==> src/rtl/top_rx_control_unit.sv <==
// top_rx_control_unit: assembles UART bytes into 16-bit samples, writes the FFT input RAM, starts the FFT and interlocks until results are sent
module top_rx_control_unit #(
  parameter int SAMPLES        = 32,
  parameter int ADDR_W         = 5,
  parameter int TIMEOUT_CYCLES = 50000
) (
  input  logic              i_clk,
  input  logic              i_rst,
  input  logic              i_RX_done,
  input  logic [7:0]        i_RX_byte,
  input  logic              i_FFT32_cycle_done,
  input  logic              i_full_TX_state,
  output logic              o_ram_we,
  output logic [ADDR_W-1:0] o_ram_addr,
  output logic [15:0]       o_ram_data,
  output logic              o_receive_state,
  output logic              o_FFT_start,
  output logic              o_frame_error,
  output logic              o_overrun
);
  localparam int CW = $clog2(TIMEOUT_CYCLES);
  typedef enum logic [2:0] {IDLE, RECEIVE, START, WAIT_FFT, WAIT_TX} state_t;
  state_t            state_q, state_d;
  logic [CW-1:0]     cnt_q, cnt_d;
  logic [ADDR_W-1:0] idx_q, idx_d, addr_q, addr_d;
  logic [7:0]        low_q, low_d;
  logic [15:0]       data_q, data_d;
  logic              phase_q, phase_d, we_q, we_d, ferr_q, ferr_d, ovr_q, ovr_d;
  always_comb begin
    state_d = state_q;
    cnt_d   = cnt_q;
    idx_d   = idx_q;
    addr_d  = addr_q;
    low_d   = low_q;
    data_d  = data_q;
    phase_d = phase_q;
    we_d    = 1'b0;
    ferr_d  = 1'b0;
    ovr_d   = 1'b0;
    case (state_q)
      IDLE: if (i_RX_done) begin
        low_d   = i_RX_byte;
        idx_d   = '0;
        phase_d = 1'b1;
        cnt_d   = '0;
        state_d = RECEIVE;
      end
      RECEIVE: if (i_RX_done) begin
        cnt_d   = '0;
        phase_d = ~phase_q;
        if (!phase_q) low_d = i_RX_byte;
        else begin
          we_d   = 1'b1;
          addr_d = idx_q;
          data_d = {i_RX_byte, low_q};
          idx_d  = idx_q + 1'b1;
          if (idx_q == ADDR_W'(SAMPLES - 1)) state_d = START;
        end
      end else if (cnt_q == CW'(TIMEOUT_CYCLES - 1)) begin
        ferr_d  = 1'b1;
        phase_d = 1'b0;
        state_d = IDLE;
      end else cnt_d = cnt_q + 1'b1;
      START: begin
        ovr_d   = i_RX_done;
        state_d = WAIT_FFT;
      end
      WAIT_FFT: begin
        ovr_d   = i_RX_done;
        state_d = i_FFT32_cycle_done ? WAIT_TX : WAIT_FFT;
      end
      WAIT_TX: begin
        ovr_d   = i_RX_done;
        state_d = i_full_TX_state ? WAIT_TX : IDLE;
      end
      default: state_d = IDLE;
    endcase
  end
  always_ff @(posedge i_clk) begin
    if (i_rst) begin
      state_q <= IDLE;
      cnt_q   <= '0;
      idx_q   <= '0;
      addr_q  <= '0;
      low_q   <= '0;
      data_q  <= '0;
      phase_q <= 1'b0;
      we_q    <= 1'b0;
      ferr_q  <= 1'b0;
      ovr_q   <= 1'b0;
    end else begin
      state_q <= state_d;
      cnt_q   <= cnt_d;
      idx_q   <= idx_d;
      addr_q  <= addr_d;
      low_q   <= low_d;
      data_q  <= data_d;
      phase_q <= phase_d;
      we_q    <= we_d;
      ferr_q  <= ferr_d;
      ovr_q   <= ovr_d;
    end
  end
  assign o_ram_we        = we_q;
  assign o_ram_addr      = addr_q;
  assign o_ram_data      = data_q;
  assign o_receive_state = (state_q == RECEIVE) || (state_q == START);
  assign o_FFT_start     = state_q == START;
  assign o_frame_error   = ferr_q;
  assign o_overrun       = ovr_q;
endmodule
==> config.mk <==
export PLATFORM = sky130hd
export DESIGN_NAME = top_rx_control_unit
export DESIGN_NICKNAME = d
export VERILOG_FILES = /design/src/rtl/top_rx_control_unit.sv
export SDC_FILE = /design/constraint.sdc
export NUM_CORES = 1
export LEC_CHECK = 0
export CAP_MARGIN = 5
export CORE_MARGIN = 8
export CORE_UTILIZATION = 56
export CTS_BUF_LIST = sky130_fd_sc_hd__clkbuf_4 sky130_fd_sc_hd__clkbuf_8
export CTS_CLUSTER_DIAMETER = 100
export DETAILED_ROUTE_END_ITERATION = 10
export PLACE_DENSITY = 0.82
export SKIP_CTS_REPAIR_TIMING = 1
export SLEW_MARGIN = 25
export SYNTH_ARGS = -nofsm -noshare
export SYNTH_HDL_FRONTEND = slang
export SYNTH_SLANG_ARGS = --single-unit
==> constraint.sdc <==
create_clock -name i_clk -period 3.75 [get_ports i_clk]
set_input_delay 0.75 -clock i_clk [delete_from_list [all_inputs] [get_ports i_clk]]
set_output_delay 0.75 -clock i_clk [all_outputs]
set_load 0.05 [all_outputs]
-- Word level (Yosys, flattened, before mapping)
Cells that the tools add are included.
- reduce and logical (&&, ||, !) cells: 13
- bitwise gates (word level): 4
- mux-type cells: 26
- add/subtract/negate cells: 2
- eq/ne operators: 14
- operators with widths (cell ; count):
    $mux 16 ; 3
    $pmux 16 s2 ; 1
    $mux 8 ; 3
    $mux 3 ; 7
    $add 16x1->16 const B ; 1
    $eq 16x16->1 const B ; 1
    $pmux 8 s2 ; 1
    $mux 5 ; 3
    $pmux 3 s5 ; 1
    $ne 3x3->1 const B ; 4
    $reduce_and 4->1 ; 3
    $pmux 5 s2 ; 1
    $reduce_and 3->1 ; 3
    $reduce_or 3->1 ; 3
    $ne 2x2->1 const B ; 4
    $eq 3x2->1 const B ; 2
    $add 5x1->5 const B ; 1
    $eq 5x5->1 const B ; 1
    $mux 1 ; 5
    $not 1->1 ; 4
    $eq 3x1->1 const B ; 1
    $eq 3x3->1 const B ; 1
    $logic_not 3->1 ; 1
    $pmux 1 s2 ; 1
    other kinds (3) ; 3
- output and inout port bits: 26
- word-level logic and storage cells: 69
- flip-flop bits (word level): 57
- bits of input ports: 13

-- Depth between registers and ports, before layout
Gate-level depths: netlist of run 1.
- depth after elaboration: 5
- depth in mapped cells: 7
- gate-level depth less buffers: 7

-- Worst setup path before layout of run 1
OpenSTA, ideal clock, no wires.
- path type: reg-to-output
- start: register state_q[0]
- end: output port o_receive_state
- data arrival time: 1.428 ns
- path buffers: 2
- data required time: 3.000 ns
- cell stages (with the launch flop): 5
- slack: 1.572 ns
- cell sequence: dfxtp_1 buf_4 clkbuf_1 xnor2_1 nor2_1
- word-level cells in the longest chain between the ends: 2
- elaborated cells on any way between the ends: 3
- classes of those cells: eq/ne: 2; reduce/logical: 1
- ends and longest elaborated chain (element ; line ; RTL):
    start, declared ; 23 ; state_t state_q, state_d;
    start signal, assigned ; 92 ; state_q <= state_d;
    $eq 3x1->1 or $eq 3x2->1 (tied branches) ; 107 ; assign o_receive_state = (state_q == RECEIVE) || (state_q == START);
    $logic_or 1x1->1 * ; 107 ;
    end, declared ; 16 ; output logic o_receive_state,
Mark *: on every way between the ends. The rest lies on a longest branch, timed or not.

-- Worst setup path in the final report of run 1
- start: register state_q[0]
- end: output port o_FFT_start
- word-level cells in the longest chain between the ends: 1
- ends and longest elaborated chain (element ; line ; RTL):
    $eq 3x2->1 ; 108 ; assign o_FFT_start = state_q == START;
    end, declared ; 17 ; output logic o_FFT_start,
Every way passes these cells.

==> results of run 1 <==
## routing by layer
metal | GRT usage | wire length, um | share of wire | up-vias
met1 | 0.195 | 2640 | 0.44 | 1115
met2 | 0.276 | 2910 | 0.48 | 68
met3 | 0.0454 | 360 | 0.060 | 11
li1 | - | - | - | 1208
met5 | 0 | 0 | 0 | -
met4 | 0.107 | 138 | 0.023 | 0
## cells in the final DEF (no fill, tap or decap), types with 2 or more instances in the layout
cell type        netlist  layout
a21boi_0               2       2
a21oi_1               38      38
a311oi_1               2       2
a41oi_1                2       2
and2_1                 4       4
and3_1                 6       6
buf_4                  2       2
clkbuf_8               2       9
clkdlybuf4s50_1        0      37
clkinv_2               0       4
dfxtp_1               57      57
ha_1                   3       3
inv_1                  4       4
mux2i_1                9       9
nand2_1               68      68
nand3_1               18      18
nand4_1                4       4
nor2_1                14      14
nor3_1                 4       4
nor3b_1                4       3
nor4_1                 7       7
nor4_4                 2       2
o21a_1                 2       2
o21ai_0                9       9
o31ai_1                3       3
or3_1                  9       9
or4_1                  3       3
or4bb_1                2       2
## tightest hold or removal path, delay by kind of cell, from the launching register on
| family | cells | cell delay (ns) |
|---|---|---|
| compound gates | 1 | 0.05 |
| simple gates | 1 | 0.05 |
| flops | 1 | 0.31 |
## area by class of cell
type                       count  area share
sequential                    57       0.362
clock buffer                   9      0.0393
multi-input combinational    237       0.438
tap                           54      0.0214
timing repair buffer          40       0.124
clock inverter                 6      0.0115
inverter                       4     0.00476
## state kept, by name, summed over array words and instances (netlist names)
| name | cells |
|---|---|
| cnt_q | 16 |
| o_ram_data | 16 |
| low_q | 8 |
| idx_q | 5 |
| o_ram_addr | 5 |
| state_q | 3 |
| o_frame_error | 1 |
| o_overrun | 1 |
| o_ram_we | 1 |
| phase_q | 1 |
## how the worst min path moves through the flow
stage	start	end	slack, ns	cells past startpoint
2_1_floorplan	low_q[0]$_SDFFE_PP0P_	o_ram_data[0]$_SDFFE_PP0P_	0.43	2
3_3_place_gp	low_q[0]$_SDFFE_PP0P_	o_ram_data[0]$_SDFFE_PP0P_	0.44	2
3_5_place_dp	low_q[0]$_SDFFE_PP0P_	o_ram_data[0]$_SDFFE_PP0P_	0.45	2
4_1_cts	o_ram_data[6]$_SDFFE_PP0P_	o_ram_data[6]$_SDFFE_PP0P_	0.45	2
5_1_grt	low_q[6]$_SDFFE_PP0P_	o_ram_data[6]$_SDFFE_PP0P_	0.47	2
6_report	low_q[6]$_SDFFE_PP0P_	o_ram_data[6]$_SDFFE_PP0P_	0.45	2
## synth_stat cells (2+ instances only)
cell type,instances,area [um^2]
a21boi_0,2,15.0
a21oi_1,38,190
a311oi_1,2,17.5
a41oi_1,2,17.5
and2_1,4,25.0
and3_1,6,37.5
buf_4,2,15.0
buf_6,2,22.5
clkbuf_1,14,52.6
clkbuf_8,2,27.5
dfxtp_1,57,1140
ha_1,3,37.5
inv_1,4,15.0
mux2i_1,9,90.1
nand2_1,68,255
nand3_1,18,90.1
nand4_1,4,25.0
nor2_1,14,52.6
nor3_1,4,20.0
nor3b_1,4,30.0
nor4_1,7,43.8
nor4_4,2,42.5
o21a_1,2,15.0
o21ai_0,9,45.0
o31ai_1,3,22.5
or3_1,9,56.3
or4_1,3,22.5
or4bb_1,2,22.5
## through the flow
step	setup slack, ns	cell area [um^2]	hold WS [ns]	utilization	instances
floorplan	1.57	2700	0.432	-	322
global placement	0.862	2990	0.438	0.638	392
detailed placement	0.835	2990	0.445	0.638	392
CTS	0.922	3150	0.454	0.672	407
global route	0.807	3160	0.468	0.673	407
finish	0.938	3160	0.451	0.673	407
## power by group
part	internal [mW]	total, mW	switching, mW
combinational	0.0440	0.122	0.0778
clock	0.231	0.466	0.235
sequential	0.618	0.633	0.0144
## cell families (layout without fill, tap and decap cells)
| kind of cell | after synthesis | count (layout) | synth area share |
|---|---|---|---|
| buffers and inverters | 28 | 59 | 0.0695 |
| xor gates and xnor gates | 1 | 1 | 0.00324 |
| and+or+nand+nor | 156 | 156 | 0.309 |
| AOI/OAI and AO/OA | 68 | 68 | 0.149 |
| DFF | 57 | 57 | 0.422 |
| muxes | 9 | 9 | 0.0334 |
| adders and majority gates | 3 | 3 | 0.0139 |
==> results.md, run 1 <==
- Slowest stage cell, crit path: clkdlybuf4s50_1
- Reg2Reg Depth: 4
- Fill cells: 404
- Worst R2R End: cnt_q[14]$_SDFFE_PP0P_
- Pwr dens: 387 nW/um^2
- Drt total wl: 6.05 mm
- Detailed-route via count: 2,402
- Fin crit period: 2.81 ns
- Hold Fails Final Rpt: 0
- Core Area: 4690 um^2
- Max incr delay on CP: 0.70 ns
- Critical Path Stages: 3
- Clk slew on worst S/H paths: 0.06 ns
- Clk root buf: clkbuf_8
- DIE WIDTH: 85.5 um
- Initial antenna violation count: 0
- Worst VDD drop: 325 uV
- Via density: 5.90
- CP Class: flip-flop to primary output
- Residual DRC count: 0
- Largest net degree at the start of global routing: 59
- # nets final: 365
- Skew final: 0.00404 ns
- Largest delay contributor family on the critical path: buffers and inverters
- Port bufs: 38
- Post-synth net total: 338
- Setup TNS after final layout: 0 ns
- Yosys warnings: 0
- Crit path to: o_FFT_start
- Unique masters post-synth: 54
- Crit path required time: 3.00 ns
- I/O pin count: 39
- P&R area growth vs syn: 16.8%
- Slew @ Worst Pin: 0.974 ns
- PnR Total Power: 1.22 mW
- Global-route wire length before repair: 10.1 mm
- Mapped cell area: 2700 um^2
- F_max: 356 MHz
- Grt ovf: 0
- Multi-input gate area: 1380 um^2
- Number of cells produced by synthesis: 322
- Synthesized flop and latch total: 57
- Post-synth ARST share: 0
- Clock Tree Buf Depth: 2
- CTS Buf Count: 9
- Count of final setup violators: 0
- Vias in the first global route: 2,261
- CP max FO: 18
- Initial Utilization: 0.576
- CP startpoint kind: flip-flop
- Final slew viol count: 0
- RSZ-0062 raised after global routing: no
- Ant diodes: 0
- Worst R2R Setup Slack: 1.67 ns
- Buf+Inv Stages, Crit Path: 2
- Syn avg cell area: 8.39 um^2
- Global placement routability congestion: 0.876
- TritonCTS clock tree: yes
- Post-synth EDFFs: 0
- CP startpoint: state_q[0]$_SDFFE_PP0P_
- Max-cap violations: 0
- Outcome: completed
- WP data arrival: 2.06 ns
- Total track usage: 0.170
- Critical path cell sequence: inv_1 > and2_1 > clkdlybuf4s50_1
- Synth Flop Type: dfxtp_1
- Share of cells above drive strength 1: 0.0793
- Slew headroom: 0.351
- FF-to-FF Start: state_q[1]$_SDFFE_PP0P_
- HP Class: flip-flop to flip-flop
- Antenna viol nets, final: 0
- Storage element area: 1140 um^2
- Row count: 25
- H-Tree Depth: 3
- Final HPWL DP: 4.18 mm
- Drt wl/cell: 14.9 um
- Tcrit/Tclk final: 0.750
- Die ar.: 7300 um^2
- Register area share after synthesis: 0.422
- Pleak: 1.07 nW
- Drt pass-1 iters: 4
- Die height: 85.5 um
- Clock sinks: 57
- Element type at the critical path end: primary output
- Worst-Skew Late Latency: 0.33 ns
- Initial DRC Count: 226
Note: power is estimated with default switching activity, not from simulation.
==> inputs of run 2 (changes only) <==
- CORE_UTILIZATION: 56 -> 51
- PLACE_DENSITY: 0.82 -> 0.79
- clock period: 3.75 -> 2.5 ns (I/O delays scaled with it)
==> results.md, run 2 (synthesized netlist as in run 1, its figures left out) <==
- Worst R2R End: cnt_q[9]$_SDFFE_PP0P_ (was cnt_q[14]$_SDFFE_PP0P_)
- P&R area growth vs syn: 20.5% (was 16.8%)
- Detailed-route via count: 2,444 (was 2,402)
- Largest net degree at the start of global routing: 32 (was 59)
- CP startpoint kind: flip-flop (unchanged)
- Die ar.: 7880 um^2 (was 7300 um^2)
- HP Class: flip-flop to flip-flop (unchanged)
- Count of final setup violators: 0 (unchanged)
- Commonest non-fill, non-tap cell in the layout: nand2_1 (unchanged)
- Initial DRC Count: 135 (was 226)
- Max incr delay on CP: 0.63 ns (was 0.70 ns)
- Pwr dens: 600 nW/um^2 (was 387 nW/um^2)
- Ant diodes: 0 (unchanged)
- Most frequent cells in the layout: 68 x nand2_1, 57 x dfxtp_1, 38 x a21oi_1, 35 x clkdlybuf4s50_1, 18 x nand3_1 (was 68 x nand2_1, 57 x dfxtp_1, 38 x a21oi_1, 37 x clkdlybuf4s50_1, 18 x nand3_1)
- F_max: 488 MHz
- Worst VDD drop: 379 uV (was 325 uV)
- Fill cells: 454 (was 404)
- Crit path required time: 2.72 ns (was 3.00 ns)
- Setup TNS after final layout: 0 ns (unchanged)
- Clock Tree Buf Depth: 2 (unchanged)
- Critical Path Stages: 4 (was 3)
- Final HPWL DP: 4.37 mm (was 4.18 mm)
- H-Tree Depth: 3 (unchanged)
- Vias in the first global route: 2,372 (was 2,261)
- Die height: 88.8 um (was 85.5 um)
- Pleak: 1.12 nW (was 1.07 nW)
- Core Area: 5110 um^2 (was 4690 um^2)
- Grt ovf: 0 (unchanged)
- Initial Utilization: 0.529 (was 0.576)
- Total track usage: 0.169 (was 0.170)
- Drt pass-1 iters: 5 (was 4)
- Max-cap violations: 0 (unchanged)
- Row count: 26 (was 25)
- Placed Area: 3070 um^2 (was 2990 um^2)
- RSZ-0062 raised after global routing: no (unchanged)
- Clk root buf: clkbuf_8 (unchanged)
- Port bufs: 38 (unchanged)
- Residual DRC count: 0 (unchanged)
- FF-to-FF Start: cnt_q[7]$_SDFFE_PP0P_ (was state_q[1]$_SDFFE_PP0P_)
- Hold Crit Depth: 2 (unchanged)
- Clock sinks: 57 (unchanged)
- Final Instance Area: 3260 um^2 (was 3160 um^2)
- Slowest stage cell, crit path: or4_4 (was clkdlybuf4s50_1)
- Initial antenna violation count: 0 (unchanged)
- # nets final: 372 (was 365)
- Largest delay contributor family on the critical path: simple AND/OR/NAND/NOR gates (was buffers and inverters)
- CP max FO: 9 (was 18)
- Element type at the critical path end: flip-flop (was primary output)
- Final slew viol count: 0 (unchanged)
- Outcome: completed (unchanged)
- Slew headroom: 0.630 (was 0.351)
- Skew final: 0.00619 ns (was 0.00404 ns)
- Critical path cell sequence: or4b_4 > or4_4 > and4_4 > a31o_1 (was inv_1 > and2_1 > clkdlybuf4s50_1)
- Reg2Reg Depth: 4 (unchanged)
- DIE WIDTH: 88.8 um (was 85.5 um)
- Share of cells above drive strength 1: 0.100 (was 0.0793)
- Tcrit/Tclk final: 0.820
- Via density: 5.68 (was 5.90)
- Crit path to: cnt_q[9]$_SDFFE_PP0P_ (was o_FFT_start)
- Global-route wire length before repair: 10.5 mm (was 10.1 mm)
- Worst-Skew Late Latency: 0.33 ns (about the same)
- CTS Buf Count: 9 (unchanged)
- Antenna viol nets, final: 0 (unchanged)
- Fin crit period: 2.05 ns
- Hold Fails Final Rpt: 0 (unchanged)
- Drt wl/cell: 14.3 um (was 14.9 um)
- Slew @ Worst Pin: 0.555 ns (was 0.974 ns)
- CP startpoint: cnt_q[7]$_SDFFE_PP0P_ (was state_q[0]$_SDFFE_PP0P_)
- Worst R2R Setup Slack: 0.45 ns (was 1.67 ns)
- Buf+Inv Stages, Crit Path: 0 (was 2)
- CP Class: flip-flop to flip-flop (was flip-flop to primary output)
- Global placement routability congestion: 0.881 (was 0.876)
- WP data arrival: 2.27 ns (was 2.06 ns)
- I/O pin count: 39 (unchanged)
- Clk slew on worst S/H paths: 0.07 ns (was 0.06 ns)
- TritonCTS clock tree: yes (unchanged)
- Drt total wl: 6.15 mm (was 6.05 mm)
-- run 2: worst min-delay path by stage --
stage | startpoint | endpoint | slack, ns
after CTS | low_q[5]$_SDFFE_PP0P_ | o_ram_data[5]$_SDFFE_PP0P_ | 0.46
final | low_q[5]$_SDFFE_PP0P_ | o_ram_data[5]$_SDFFE_PP0P_ | 0.45
after detailed placement | o_ram_data[6]$_SDFFE_PP0P_ | o_ram_data[6]$_SDFFE_PP0P_ | 0.45
after global routing | low_q[5]$_SDFFE_PP0P_ | o_ram_data[5]$_SDFFE_PP0P_ | 0.47
after floorplan | low_q[0]$_SDFFE_PP0P_ | o_ram_data[0]$_SDFFE_PP0P_ | 0.43
after global placement | low_q[0]$_SDFFE_PP0P_ | o_ram_data[0]$_SDFFE_PP0P_ | 0.44
-- run 2: routing by layer --
layer | wire length, um | GRT usage
met1 | 2720 | 0.196
met2 | 3040 | 0.282
met5 | 0 | 0
met3 | 308 | 0.0464
met4 | 78 | 0.0768
-- run 2: worst register-to-register path: stages, from the launching register on --
cell and delay (ns):
dfxtp_1 0.36, or4b_4 0.59, or4_4 0.63, and4_4 0.20, a31o_1 0.17
-- run 2: final cells by class --
type,count,area (um^2),share of cell area
Sequential cell,57,1140,0.350
Timing Repair Buffer,47,450,0.138
Clock inverter,6,60.1,0.0184
Inverter,4,15.0,0.00461
Multi-Input combinational cell,237,1380,0.423
Clock buffer,9,124,0.0380
Tap cell,70,87.6,0.0269
-- run 2: metrics by stage --
step / util / power (mW) / worst slack (ns) / hold WS [ns] / cells
3_3_place_gp: 0.601 / 1.16 / 0.268 / 0.441 / 415
5_1_grt: 0.637 / 2.05 / 0.333 / 0.469 / 430
6_report: 0.637 / 1.95 / 0.450 / 0.450 / 430
3_5_place_dp: 0.601 / 1.16 / 0.216 / 0.448 / 415
4_1_cts: 0.637 / 1.98 / 0.458 / 0.456 / 430
2_1_floorplan: - / 1.10 / 0.480 / 0.432 / 322
-- run 2: power by group --
part | leakage [nW] | total [mW] | switching (mW) | internal [mW]
Clock | 0.0909 | 0.809 | 0.361 | 0.448
Combinational | 0.569 | 0.203 | 0.127 | 0.0755
Sequential | 0.461 | 0.942 | 0.0144 | 0.927
